### config.mk
export PLATFORM = sky130hd
export DESIGN_NAME = periph_bus_fabric
export DESIGN_NICKNAME = d
export VERILOG_FILES = /design/src/rtl/periph_bus_pkg.sv /design/src/rtl/periph_bus_decode.sv /design/src/rtl/periph_bus_fabric.sv
export SDC_FILE = /design/constraint.sdc
export NUM_CORES = 1
export LEC_CHECK = 0
export BUFFER_PORTS_ARGS = -buffer_cell sky130_fd_sc_hd__buf_2
export CAP_MARGIN = 40
export CORE_AREA = 5 5 156 158
export CTS_BUF_LIST = sky130_fd_sc_hd__clkbuf_16
export DETAILED_ROUTE_END_ITERATION = 10
export DIE_AREA = 0 0 161 163
export SYNTH_ARGS = -nofsm -noshare
export SYNTH_HDL_FRONTEND = slang
export SYNTH_HIERARCHICAL = 1
export SYNTH_SLANG_ARGS = --single-unit
### constraint.sdc
create_clock -name clk_i -period 2.85 [get_ports clk_i]
set_clock_uncertainty 0.1 [all_clocks]
set_input_delay 0.1425 -clock clk_i [delete_from_list [all_inputs] [get_ports clk_i]]
set_output_delay 0.1425 -clock clk_i [all_outputs]
set_load 0.05 [all_outputs]
### src/rtl/periph_bus_pkg.sv
// rtl/periph_bus_pkg.sv - shared types and helpers for the peripheral bus fabric
package periph_bus_pkg;

    typedef enum logic [1:0] {
        IDLE = 2'd0,
        WAIT = 2'd1,
        RESP = 2'd2
    } bus_state_e;

    localparam logic [31:0] ERR_RDATA_DEFAULT = 32'hDEAD_BEEF;

    // Slot index width; a single-slot fabric still needs one index bit
    function automatic int slot_w(input int n);
        return (n > 1) ? $clog2(n) : 1;
    endfunction

endpackage

### src/rtl/periph_bus_decode.sv
// rtl/periph_bus_decode.sv - slot-select field to one-hot slot, index and unmapped flag
module periph_bus_decode
    import periph_bus_pkg::*;
#(
    parameter int N_SLV   = 8,
    parameter int ADDR_W  = 15,
    parameter int SEL_LSB = 11,
    localparam int SEL_W  = ADDR_W - SEL_LSB,
    localparam int SLOT_W = slot_w(N_SLV)
) (
    input  logic [SEL_W-1:0]  sel_i,
    output logic [N_SLV-1:0]  slot_oh_o,
    output logic [SLOT_W-1:0] slot_idx_o,
    output logic              unmapped_o
);

    // Match the select field against every populated slot
    always_comb begin
        slot_oh_o  = '0;
        slot_idx_o = '0;
        for (int k = 0; k < N_SLV; k++) begin
            if (sel_i == SEL_W'(k)) begin
                slot_oh_o[k] = 1'b1;
                slot_idx_o   = SLOT_W'(k);
            end
        end
        unmapped_o = (32'(sel_i) >= 32'(N_SLV));
    end

endmodule

### src/rtl/periph_bus_fabric.sv
// rtl/periph_bus_fabric.sv - load/store port to N wait-state slaves with error and watchdog
module periph_bus_fabric
    import periph_bus_pkg::*;
#(
    parameter int          N_SLV     = 8,
    parameter int          ADDR_W    = 15,
    parameter int          SEL_LSB   = 11,
    parameter int          TIMEOUT   = 255,
    parameter logic [31:0] ERR_RDATA = ERR_RDATA_DEFAULT
) (
    input  logic                clk_i,
    input  logic                rst_i,
    input  logic                data_req_i,
    input  logic                data_we_i,
    input  logic [3:0]          data_be_i,
    input  logic [ADDR_W-1:0]   data_addr_i,
    input  logic [31:0]         data_wdata_i,
    output logic                data_gnt_o,
    output logic                data_rvalid_o,
    output logic [31:0]         data_rdata_o,
    output logic                data_err_o,
    output logic [N_SLV-1:0]    slv_req_o,
    output logic                slv_we_o,
    output logic [3:0]          slv_be_o,
    output logic [SEL_LSB-1:0]  slv_addr_o,
    output logic [31:0]         slv_wdata_o,
    input  logic [N_SLV-1:0]    slv_ready_i,
    input  logic [N_SLV*32-1:0] slv_rdata_i
);

    localparam int SLOT_W = slot_w(N_SLV);
    localparam int WD_W   = $clog2(TIMEOUT + 1);

    bus_state_e        state_q, state_d;
    logic [N_SLV-1:0]  dec_oh, slot_oh_q;
    logic [SLOT_W-1:0] dec_idx, slot_q;
    logic              dec_unmapped;
    logic [WD_W-1:0]   wd_q;
    logic              ready_hit, wd_expired;
    logic [31:0]       rdata_sel;
    logic              accept, finish_ok, finish_abort;

    periph_bus_decode #(
        .N_SLV   (N_SLV),
        .ADDR_W  (ADDR_W),
        .SEL_LSB (SEL_LSB)
    ) u_decode (
        .sel_i      (data_addr_i[ADDR_W-1:SEL_LSB]),
        .slot_oh_o  (dec_oh),
        .slot_idx_o (dec_idx),
        .unmapped_o (dec_unmapped)
    );

    // Only the latched slot's ready counts; other slots' ready bits are noise
    assign ready_hit  = |(slv_ready_i & slot_oh_q);
    assign wd_expired = (wd_q == WD_W'(TIMEOUT));

    // Read data mux keyed by the latched slot index
    always_comb begin
        rdata_sel = '0;
        for (int k = 0; k < N_SLV; k++) begin
            if (slot_q == SLOT_W'(k)) begin
                rdata_sel = slv_rdata_i[32*k +: 32];
            end
        end
    end

    // FSM state register
    always_ff @(posedge clk_i or posedge rst_i) begin
        if (rst_i) begin
            state_q <= IDLE;
        end else begin
            state_q <= state_d;
        end
    end

    // Next state and handshake outputs; ready beats the watchdog on the same cycle
    always_comb begin
        state_d       = state_q;
        accept        = 1'b0;
        finish_ok     = 1'b0;
        finish_abort  = 1'b0;
        data_gnt_o    = 1'b0;
        data_rvalid_o = 1'b0;
        slv_req_o     = '0;
        case (state_q)
            IDLE: begin
                data_gnt_o = !rst_i;
                if (data_req_i) begin
                    accept  = 1'b1;
                    state_d = dec_unmapped ? RESP : WAIT;
                end
            end
            WAIT: begin
                slv_req_o = slot_oh_q;
                if (ready_hit) begin
                    finish_ok = 1'b1;
                    state_d   = RESP;
                end else if (wd_expired) begin
                    finish_abort = 1'b1;
                    state_d      = RESP;
                end
            end
            RESP: begin
                data_rvalid_o = 1'b1;
                state_d       = IDLE;
            end
            default: state_d = IDLE;
        endcase
    end

    // Capture registers, watchdog and response data
    always_ff @(posedge clk_i or posedge rst_i) begin
        if (rst_i) begin
            slv_we_o     <= 1'b0;
            slv_be_o     <= '0;
            slv_addr_o   <= '0;
            slv_wdata_o  <= '0;
            slot_oh_q    <= '0;
            slot_q       <= '0;
            wd_q         <= '0;
            data_rdata_o <= '0;
            data_err_o   <= 1'b0;
        end else begin
            if (accept) begin
                slv_we_o    <= data_we_i;
                slv_be_o    <= data_be_i;
                slv_addr_o  <= data_addr_i[SEL_LSB-1:0];
                slv_wdata_o <= data_wdata_i;
                slot_oh_q   <= dec_oh;
                slot_q      <= dec_idx;
                wd_q        <= '0;
                if (dec_unmapped) begin
                    data_err_o   <= 1'b1;
                    data_rdata_o <= ERR_RDATA;
                end
            end
            if (state_q == WAIT && !ready_hit && !wd_expired) begin
                wd_q <= wd_q + WD_W'(1);
            end
            if (finish_ok) begin
                data_err_o   <= 1'b0;
                data_rdata_o <= slv_we_o ? 32'h0 : rdata_sel;
            end
            if (finish_abort) begin
                data_err_o   <= 1'b1;
                data_rdata_o <= ERR_RDATA;
            end
        end
    end

endmodule

Word level (Yosys, flattened, before mapping)
Cells that the tools add are included.
- add/subtract/negate cells: 1
- $lt $le $gt $ge: 1
- eq/ne operators: 19
- mux-type cells: 49
- bitwise gates (word level): 1
- reductions and logical operators: 14
- operators by type and width (kind ; count):
    2-to-1 mux 32 bit ; 13
    2-to-1 mux 8 bit ; 3
    2-to-1 mux 1 bit ; 22
    equality test 4 x 3 -> 1 bit (second input constant) ; 4
    equality test 3 bit (second input constant) ; 4
    2-to-1 mux 2 bit ; 6
    2-to-1 mux 3 bit ; 4
    adder 8 x 1 -> 8 bit (second input constant) ; 1
    bitwise AND 8 bit ; 1
    equality test 4 x 2 -> 1 bit (second input constant) ; 2
    equality test 8 bit (second input constant) ; 1
    OR reduction 8 bit ; 1
    equality test 3 x 2 -> 1 bit (second input constant) ; 2
    nonzero test 3 bit ; 2
    equality test 4 x 1 -> 1 bit (second input constant) ; 1
    >= comparator 4 bit (second input constant) ; 1
    logical NOT 4 bit ; 1
    case mux 2 bit (2 select lines) ; 1
    AND reduction 2 bit ; 2
    equality test 3 x 1 -> 1 bit (second input constant) ; 1
    logical NOT 1 bit ; 3
    logical NOT 3 bit ; 1
    != test 3 bit (second input constant) ; 1
    equality test 2 x 1 -> 1 bit (second input constant) ; 1
    other kinds (5) ; 6
- flip-flop bits (word level): 102
- bits of input ports: 319

Longest topological paths before layout
Gate-level depths: netlist of the first run.
- depth in word-level cells: 12
- mapped depth: 8

Modules after synthesis
Netlist of the first run, hierarchy kept.
- by module, submodules not included (module ; times used ; cells an instance ; area each (µm²) ; seq. area each (µm²)):
    periph_bus_fabric ; 1 ; 773 ; 6522.5 ; 2552.4
    periph_bus_decode ; 1 ; 13 ; 122.6 ; 0.0

Least setup slack after synthesis of the first run
No wires, ideal clock.
- path type: reg2reg
- from: reg slot_q[0]
- to: reg data_rdata_o[8]
- data arrival time: 1.684 ns
- data required time: 2.628 ns
- setup slack: 0.944 ns
- cell stages (with the launch flop): 8
- buffers on the path: 3
- period minus slack after synthesis: 1.906 ns
- cell sequence: dfrtp_1 > buf_2 > buf_4 > buf_2 > mux2_2 > o21ai_0 > o21ai_0 > a32o_1
- cells in the longest elaborated chain, start to end: 12
- elaborated cells between the ends (all ways): 19
- classes of those cells: 7 x eq/ne; 11 x mux; 1 x reduce/logical
- RTL lines (item ; RTL line ; text):
    start: declaration ; periph_bus_fabric.sv:36 ; logic [SLOT_W-1:0] dec_idx, slot_q;
    start signal: assignment ; periph_bus_fabric.sv:131 ; slot_q <= dec_idx;
    logical NOT 3 bit ; periph_bus_fabric.sv:62 ; if (slot_q == SLOT_W'(k)) begin
    2-to-1 mux 32 bit (7 in series) ; periph_bus_fabric.sv:62 ;
    2-to-1 mux 32 bit * ; periph_bus_fabric.sv:62 ;
    2-to-1 mux 32 bit * ; periph_bus_fabric.sv:143 ; data_rdata_o <= slv_we_o ? 32'h0 : rdata_sel;
    2-to-1 mux 32 bit * ; periph_bus_fabric.sv:141 ; if (finish_ok) begin
    2-to-1 mux 32 bit * ; periph_bus_fabric.sv:145 ; if (finish_abort) begin
    end signal: assignment ; periph_bus_fabric.sv:143 ;
    end: declaration ; periph_bus_fabric.sv:20 ; output logic [31:0] data_rdata_o,
Every way passes the cells marked *; elsewhere a longest branch is shown, timed or not.
A chain may end at the register's enable or synchronous reset.

Worst setup path in the final report of the first run
Same ends and word-level chain as after synthesis.

==> metrics, run 1 <==
Iteration-0 DRC Markers approximately 430; RSZ-0062 raised after global routing no; grt ovf 0; Post-Syn Area 0.006645 sq mm; crit share post-route 0.7912; Crit. End Element flip-flop; # IOs 410; top cell types by occurrence after synthesis 204 x nand2_1, 102 x dfrtp_1, 62 x o21ai_0, 56 x a21oi_1, 46 x nor2_1; Async SR Flop Fraction 1.000; top cells by area, synth dfrtp_1 38%, nand2_1 12%, mux2i_1 6.8%; Fmax 443.5 MHz; min Tclk post-route ~2300 ps; max_slew headroom 0.4733; Hold Path Class input pin to flip-flop; DRC viols 0; DIE HEIGHT 163 um; synthesis warning total 6; Leak slightly below 5 nW; Seq/Total Area, Yosys 0.3841; Routed WL per cell just under 20 um; num rows 56; net load switching power ~5.7 mW; Post-synth EDFFs 0; H-tree Lvls 3; Die W ~160 um; Final ANT Viol Nets 0; cell mode on critical path o21ai_0; Avg Inst Size Synth roughly 8.5 sq um; Total Nets Final roughly 1500; placed inst area roughly 0.0090 sq mm; core footprint 0.02298 sq mm; PwrDens approximately 1100 mW/mm^2; setup_tns 0 ps; area grow syn2layout 47.17%; first-pass GRT wire length 43470 um; cell taking the most area after synthesis dfrtp_1; setup violators final 0; Place WS between 600 and 700 ps; TritonCTS buffer count 9; Seq pwr share 0.246; crit start category flip-flop; Antenna diodes 0; final hold viol count 0; Seq cells post-synth approximately 100; Max-cap violations 0; combinational share of power 0.624; clk buf depth 2; Initial Utilization 0.2891; clk_lat worst skew approximately 360 ps; antenna violations before repair 0; Final WS setup just under 600 ps; crit path kind flip-flop to flip-flop; slew at the pin with the worst max-slew slack 787.1 ps; number of global-route vias before repair about 7600; Max IR drop VDD ~460 uV; Vias about 7700; GP Congestion about 0.99; largest net degree at the start of global routing 63; Sw Share 0.5408; CP max-delay cell dfrtp_4; internal power around 4.8 mW; total die area approximately 0.026 sq mm; Critical Path Fanout Max 33; arrival time at the worst endpoint approximately 2400 ps; # clock sinks a little over 100; cells after synthesis between 700 and 800; post-CTS setup buffer count 0; Post-DP HPWL about 22000 um; Worst EP required roughly 3000 ps; Vias/cell between 5 and 6; final instance area about 0.01 sq mm; hold_ws just under 40 ps; slowest stage delay, CP 670 ps; number of fill cells in the layout 2326; Cell Chain, Critical Path buf_4 -> mux2_2 -> o21ai_0 -> o21ai_0 -> a32o_1; final core utilization 0.4255; Main synth FF type dfrtp_1; clock share of power 0.130; layout cells sized above 1 0.4152; CTS tree built; Worst-path clk slew 90 ps; synthesized net count about 1100; post-synth cell types between 50 and 60; DR pass1 iterations 5; Port-buffer cells 409; clock root cell clkbuf_16; status completed; final WL just under 30000 um; gr usage total 0.2095; top cell type's share of synthesized area 0.3841; most common cell in the netlist nand2_1; Slew Viols, Final 0
## layout make-up
cell class	instances	area, sq um	share of cell area
clock buffers	9	225.2	0.02303
clock inverters	7	92.59	0.009468
inverters	8	33.78	0.003454
multi-input cells	609	3771	0.3856
flip-flops and latches	102	2561	0.2619
well taps	290	362.8	0.03710
repair buffers	479	2733	0.2794
## metrics by stage
| stage | std cells | total power, mW |
|---|---|---|
| after floorplan | 786 | 7.308 |
| after global routing | 1504 | 11.22 |
| after global placement | 1438 | 9.118 |
| after CTS | 1504 | 10.63 |
| final | 1504 | 10.54 |
| after detailed placement | 1439 | 9.160 |
## worst max-delay path: cells and delay by family (launching register included)
kind | cells | cell delay [ps]
DFF | 1 | 670
buffers and inverters | 1 | 430
AOI/OAI and AO/OA | 3 | 540
muxes | 1 | 390
## placed cells by master, fill, tap and decap left out, drive strengths merged, types with 9 or more instances in the layout
master / instances
a21oi: 56
mux2: 20
a32oi: 11
nor2: 46
clkbuf: 9
mux2i: 46
and2: 13
o22ai: 14
inv: 9
o221ai: 16
dfrtp: 102
nand2: 204
nor3: 13
buf: 430
a21o: 13
dlygate4sd3: 49
o21ai: 63
mux4: 10
## layer usage
layer	vias to the layer above	GRT usage	routed length [um]
li1	3654	-	-
met1	3692	0.2661	11770
met2	318	0.3528	14370
met3	53	0.04834	2172
met4	0	0.07096	836
met5	-	0	0
## sequential cells by signal, summed over array words and instances (netlist names)
signal	cells
state_q	2
slv_wdata_o	32
slv_we_o	1
data_err_o	1
slot_q	3
slot_oh_q	8
data_rdata_o	32
slv_addr_o	11
slv_be_o	4
wd_q	8
## path summary, 6_finish.rpt
check,start,end,slack (ps),cells after the start
hold / removal,slv_rdata_i[255],data_rdata_o[31],40,3
hold reg to reg,slv_wdata_o[20],slv_wdata_o[20],370,2
setup reg to reg,slot_q[0],data_rdata_o[8],600,5
setup / recovery,slot_q[0],data_rdata_o[8],600,5
max in group asynchronous,rst_i,data_rdata_o[3],1640,4
min in group asynchronous,rst_i,wd_q[6],290,3
## power by group through the flow
stage | clock network (mW) | registers (mW) | logic [mW]
2_1_floorplan | 0 | 4.27 | 3.04
3_3_place_gp | 0 | 2.60 | 6.51
3_5_place_dp | 0 | 2.61 | 6.55
4_1_cts | 1.43 | 2.59 | 6.61
5_1_grt | 1.47 | 2.69 | 7.06
6_report | 1.37 | 2.59 | 6.57
## cells by family (layout without fill, tap and decap cells)
family / Yosys count / after routing / share of synthesized area
and+or+nand+nor: 316 / 316 / 0.2090
AOI/OAI and AO/OA: 214 / 214 / 0.2133
DFF: 102 / 102 / 0.3841
muxes: 76 / 76 / 0.1395
buffers and inverters: 75 / 503 / 0.04952
xor gates and xnor gates: 2 / 2 / 0.002637
adders and majority gates: 1 / 1 / 0.001883
## timing repair
item                                   in CTS  in global routing
setup endpoints to repair                   0                  0
resized for setup                           0                  0
hold buffers                               49                  0
endpoints found under the hold margin      64                  0
(Power assumes the default switching activity.)
==> run 2: changes to the inputs <==
--- a/config.mk
+++ b/config.mk
@@ -7,10 +7,10 @@
 export LEC_CHECK = 0
 export BUFFER_PORTS_ARGS = -buffer_cell sky130_fd_sc_hd__buf_2
 export CAP_MARGIN = 40
-export CORE_AREA = 5 5 156 158
+export CORE_AREA = 5 5 158 160
 export CTS_BUF_LIST = sky130_fd_sc_hd__clkbuf_16
 export DETAILED_ROUTE_END_ITERATION = 10
-export DIE_AREA = 0 0 161 163
+export DIE_AREA = 0 0 163 165
 export SYNTH_ARGS = -nofsm -noshare
 export SYNTH_HDL_FRONTEND = slang
 export SYNTH_HIERARCHICAL = 1
==> constraint.sdc (replaced) <==
create_clock -name clk_i -period 2.1 [get_ports clk_i]
set_clock_uncertainty 0.1 [all_clocks]
set_input_delay 0.105 -clock clk_i [delete_from_list [all_inputs] [get_ports clk_i]]
set_output_delay 0.105 -clock clk_i [all_outputs]
set_load 0.05 [all_outputs]
==> run 2 against run 1 <==
Sequential power grew 32%. Register-to-register slack lost 460 ps. Die area grew 2.5%. Critical path depth shrank 1. Critical endpoint is now data_rdata_o[10]. Highest routed layer is now met5.
==> metrics, run 2 (same netlist as run 1, synthesis figures left out) <==
Post-DP HPWL between 20000 and 25000 um; antenna violations before repair 1; FF/Latch Area between 0.002 and 0.003 sq mm; combinational share of power 0.638; CTS tree built; max_slew headroom 0.5895; Iteration-0 DRC Markers ~560; setup violators final 0; Routed WL per cell around 19 um; status completed; DR pass1 iterations 5; net load switching power 7.787 mW; Max IR drop VDD 645.7 uV; Vias/cell just under 5; number of global-route vias before repair 7572; DIE HEIGHT approximately 170 um; first-pass GRT wire length about 42000 um; Critical Path Fanout Max 36; Vias ~7700; Initial Utilization 0.2857; Cell Chain, Critical Path buf_12 -> mux4_2 -> mux2i_1 -> o21ai_0; min Tclk post-route 1964 ps; DRC viols 0; commonest non-fill, non-tap cell in the layout buf_2; number of fill cells in the layout 2389; Port-buffer cells between 400 and 500; slowest stage delay, CP 580 ps; most frequent cells in the layout 409 x buf_2, 203 x nand2_1, 99 x dfrtp_1; PwrDens between 1000 and 1500 mW/mm^2; area occupied by multi-input gates around 0.0038 sq mm; largest registers data_rdata_o x32, slv_wdata_o x32, slv_addr_o x11; layout cells sized above 1 0.4249; Leak around 5 nW; total die area 0.02690 sq mm; clk_lat worst skew approximately 350 ps; gr usage total 0.2005; final hold viol count 0; H-tree Lvls 3; Final ANT Viol Nets 0; Worst EP required between 2000 and 2500 ps; Total Nets Final between 1500 and 2000; final instance area ~0.010 sq mm; TritonCTS buffer count 9; final WL approximately 30000 um; crit share post-route 0.9352; clock share of power 0.127; Antenna diodes 0; area grow syn2layout 51.35%; largest net degree at the start of global routing 65; core footprint around 0.023 sq mm; clock root cell clkbuf_16; CP max-delay cell dfrtp_4; # IOs 410; Die W between 150 and 200 um; grt ovf 0; # clock sinks 102; Design Power ~15 mW; Sw Share 0.5332; Max-cap violations 0; Worst-path clk slew around 80 ps; clk buf depth 2; num rows 56; crit start category flip-flop; placed inst area between 0.009 and 0.01 sq mm; internal power 6.816 mW; Slew Viols, Final 0; GP Congestion between 0.8 and 0.9; slew at the pin with the worst max-slew slack 615.8 ps; crit path kind flip-flop to flip-flop; Seq pwr share 0.235; arrival time at the worst endpoint about 2100 ps; Crit. End Element flip-flop; Hold Path Class input pin to flip-flop; Fmax ~510 MHz
[run 2: changes by cell type in the layout (fill, tap and decap cells not counted), moves of 2 or more]
cell and delta:
buf_12 +5, dlygate4sd3_1 +2, inv_6 +3, buf_4 +8, inv_8 -2
[run 2: cell type report]
type                       count  area share
multi-input combinational    609      0.3763
inverter                       8    0.003359
timing repair buffer         496      0.2936
clock buffer                   9     0.02239
clock inverter                 7    0.009953
sequential                   102      0.2547
tap                          319     0.03969
[run 2: power by group through the flow]
stage / Clock [mW] / Combinational [mW] / Sequential, mW
detailed placement: 0 / 9.13 / 3.50
global placement: 0 / 9.08 / 3.47
global route: 2.00 / 10.0 / 3.55
CTS: 1.94 / 9.23 / 3.46
floorplan: 0 / 4.12 / 5.80
finish: 1.86 / 9.32 / 3.43
[run 2: worst paths after layout]
| check | startpoint | endpoint | slack [ps] | depth (start not counted) |
|---|---|---|---|---|
| hold reg to reg | slv_addr_o[3] | slv_addr_o[3] | 370 | 2 |
| min in group asynchronous | rst_i | wd_q[2] | 310 | 4 |
| max in group asynchronous | rst_i | slv_be_o[0] | 1030 | 4 |
| hold / removal | slv_rdata_i[88] | data_rdata_o[24] | 30 | 4 |
| setup / recovery | slot_q[0] | data_rdata_o[10] | 140 | 4 |
| setup reg to reg | slot_q[0] | data_rdata_o[10] | 140 | 4 |
[run 2: critical path: cells and delay by family (launching register included)]
family	cells	cell delay, ps
buffers and inverters	1	270
muxes	2	740
AOI/OAI and AO/OA	1	110
DFF	1	580
[run 2: repair_timing]
| item | 4_1_cts | 5_1_grt |
|---|---|---|
| gates cloned | 0 | 1 |
| gates resized for setup | 1 | 4 |
| setup endpoints to repair | 19 | 31 |
| hold buffers | 51 | 0 |
| endpoints found under the hold margin | 152 | 0 |
| setup buffers | 0 | 4 |
| pin swaps | 0 | 1 |
[run 2: stage by stage]
stage | cells | util | worst slack (ps) | hold slack, ps | TNS [ps]
2_1_floorplan | 786 | - | 194.3 | 110.4 | 0
3_3_place_gp | 1477 | 0.3923 | 9.952 | 140.7 | 0
3_5_place_dp | 1478 | 0.3926 | -45.10 | 147.5 | -279.2
4_1_cts | 1545 | 0.4286 | 83.73 | 17.00 | 0
5_1_grt | 1550 | 0.4323 | -23.98 | 32.04 | -58.86
6_report | 1550 | 0.4323 | 136.0 | 34.77 | 0
[run 2: per-layer routing]
layer / vias to the layer above / GRT usage / part of all wire
met3: 45 / 0.05715 / 0.083
met1: 3612 / 0.2523 / 0.40
met5: - / 0 / 0.00041
li1: 3683 / - / -
met2: 313 / 0.3387 / 0.50
met4: 2 / 0.05376 / 0.020
==> run 3: changes to the inputs <==
--- a/config.mk
+++ b/config.mk
@@ -5,12 +5,13 @@
 export SDC_FILE = /design/constraint.sdc
 export NUM_CORES = 1
 export LEC_CHECK = 0
+export ABC_AREA = 1
 export BUFFER_PORTS_ARGS = -buffer_cell sky130_fd_sc_hd__buf_2
 export CAP_MARGIN = 40
-export CORE_AREA = 5 5 158 160
+export CORE_AREA = 5 5 156 158
 export CTS_BUF_LIST = sky130_fd_sc_hd__clkbuf_16
 export DETAILED_ROUTE_END_ITERATION = 10
-export DIE_AREA = 0 0 163 165
+export DIE_AREA = 0 0 161 163
 export SYNTH_ARGS = -nofsm -noshare
 export SYNTH_HDL_FRONTEND = slang
 export SYNTH_HIERARCHICAL = 1
==> run 3 against run 2 <==
Global-route usage is 0.83 points higher. Total power down 24%. Combinational power decreased by 33%. Largest power group unchanged. Die area decreased by 2.4%. Final cell count up 11%. Count of clock-buffer cells in the layout stayed put. Flip-flop and latch count unchanged. Maximum frequency increased by 3.3%. Utilization rose by 1.9 points. Worst hold slack worse by 20 ps.
==> metrics, run 3 <==
clk_lat worst skew approximately 360 ps; Final ANT Viol Nets 0; slew at the pin with the worst max-slew slack roughly 590 ps; H-tree Lvls 3; Leak between 5 and 6 nW; Iteration-0 DRC Markers between 400 and 500; final hold viol count 0; GR met2 Demand/Resource 0.3517; Main synth FF type dfrtp_1; synthesis warning total 6; met3 Usage GRT 0.06505; Die W around 160 um; largest net degree at the start of global routing 76; crit share post-route 0.9051; grt ovf 0; commonest non-fill, non-tap cell in the layout buf_2; area grow syn2layout 63.55%; CTS tree built; status completed; Critical Path Fanout Max 8; Avg Inst Size Synth approximately 7.0 sq um; num rows between 50 and 60; Max-cap violations 0; max_slew headroom 0.6069; crit start category flip-flop; DR pass1 iterations 6; Initial Utilization 0.2758; top cell type's share of synthesized area 0.4028; top cell types by occurrence after synthesis 289 x nand2_1, 164 x nor2_1, 102 x dfrtp_1, 71 x inv_1, 57 x nand3_1; cells after synthesis around 900; PwrDens about 1100 mW/mm^2; first-pass GRT wire length 43350 um; met1 usage 0.2547; Total Nets Final 1741; cell taking the most area after synthesis dfrtp_1; Vias/cell 4.617; layout cells sized above 1 0.3731; TritonCTS buffer count 9; DIE HEIGHT between 150 and 200 um; gr usage total 0.2088; Post-Syn Area 0.006337 sq mm; clock root cell clkbuf_16; grt peak-use layer met2; arrival time at the worst endpoint between 1500 and 2000 ps; crit path kind flip-flop to primary output; Seq cells post-synth approximately 100; Fmax between 500 and 600 MHz; Placed Cells around 1600; antenna violations before repair 4; RSZ-0062 raised after global routing no; clk buf depth 2; final instance area just over 0.01 sq mm; synthesized net count 1224; Cell Count, Final, Fillers Out 1719; setup violators final 0; DRC viols 0; Worst-path clk slew around 80 ps; Async SR Flop Fraction 1.000; top cells by area, synth dfrtp_1 40%, nand2_1 17%, nor2_1 9.7%; Worst EP required around 1900 ps; final WL approximately 29000 um; most common cell in the netlist nand2_1; Post-synth EDFFs 0; placed inst area roughly 0.009 sq mm; post-synth cell types 30; min Tclk post-route approximately 1900 ps; setup_tns 0 ps; most frequent cells in the layout 409 x buf_2, 287 x nand2_1, 164 x nor2_1; Routed WL per cell between 15 and 20 um; largest registers data_rdata_o x32, slv_wdata_o x32, slv_addr_o x11; Seq/Total Area, Yosys 0.4028; Vias just under 8000; total die area 0.02624 sq mm; number of global-route vias before repair 8082; core footprint between 0.02 and 0.025 sq mm; Post-DP HPWL 21270 um; Slew Viols, Final 0; Crit. End Element primary output; # IOs 410; # clock sinks a little over 100; Port-buffer cells approximately 400; Hold Path Class input pin to flip-flop; Max IR drop VDD 693.7 uV; GP Congestion about 0.9
[run 3: changes by cell type in the layout (fill, tap and decap cells not counted), moves of 12 or more]
cell,previous run,this run
a21o_1,12,0
a21oi_1,56,43
dlygate4sd3_1,51,113
inv_1,5,70
mux2_2,19,47
mux2i_1,45,0
nand2_1,203,287
nand3_1,8,57
nand4_1,1,41
nor2_1,46,164
o21ai_0,62,5
o221ai_1,16,0
[run 3: cells by family after synthesis]
| group | count (synthesis) | synth area share |
|---|---|---|
| xor+xnor | 3 | 0.004147 |
| mux | 47 | 0.08351 |
| fa+ha+maj | 1 | 0.001974 |
| buf+inv | 124 | 0.08134 |
| compound gates | 51 | 0.04087 |
| flops | 102 | 0.4028 |
| simple gates | 576 | 0.3854 |
[run 3: through the flow]
| stage | utilization | hold WS (ps) | power [mW] | worst slack [ps] |
|---|---|---|---|---|
| 6_report | 0.4510 | 14.33 | 11.03 | 199.2 |
| 5_1_grt | 0.4508 | 19.66 | 11.73 | 40.27 |
| 4_1_cts | 0.4496 | 1.491 | 11.13 | 168.5 |
| 3_5_place_dp | 0.3864 | 117.6 | 9.081 | 195.3 |
| 3_3_place_gp | 0.3864 | 117.7 | 9.038 | 199.1 |
| 2_1_floorplan | - | 155.5 | 7.102 | 313.4 |
[run 3: worst max-delay path: stages (launching register included)]
cell and delay, ps:
dfrtp_1 450, nor2_1 280, inv_2 60, buf_4 170, nor2_1 100, buf_2 280
[run 3: routing by layer]
layer / vias up / wire, um
met5: - / 21
met4: 4 / 857
met3: 58 / 2206
met2: 345 / 13740
met1: 3626 / 11690
li1: 3903 / -
[run 3: cell type report]
class	count	area [sq um]
fillers	2290	12620
well taps	290	362.8
inverters	80	304.0
multi-input cells	678	3292
flip-flops and latches	102	2552
clock inverters	7	95.09
clock buffers	9	225.2
repair buffers	550	3526
diodes	3	7.507
[run 3: timing repair]
action                                  in CTS  in global routing
endpoints found under the setup margin       0                  3
hold buffers                               113                  0
buffers inserted                             0                  3
hold endpoints to repair                   181                  0
gates resized for setup                      0                  1
[run 3: worst paths after layout]
path                                        from               end  slack [ps]  cells after the start
worst max-delay path                  state_q[1]      slv_req_o[2]         200                      5
worst min-delay path            slv_rdata_i[249]  data_rdata_o[25]          10                      5
worst max register to register           wd_q[0]  data_rdata_o[13]         230                     11
worst min register to register   data_rdata_o[8]   data_rdata_o[8]         380                      2
max in group asynchronous                  rst_i    slv_wdata_o[1]        1230                      4
min in group asynchronous                  rst_i          slv_we_o         290                      4
[run 3: power breakdown]
part           switching [mW]  internal (mW)
clock network           0.860          0.966
registers               0.364           2.58
logic                    4.36           1.90
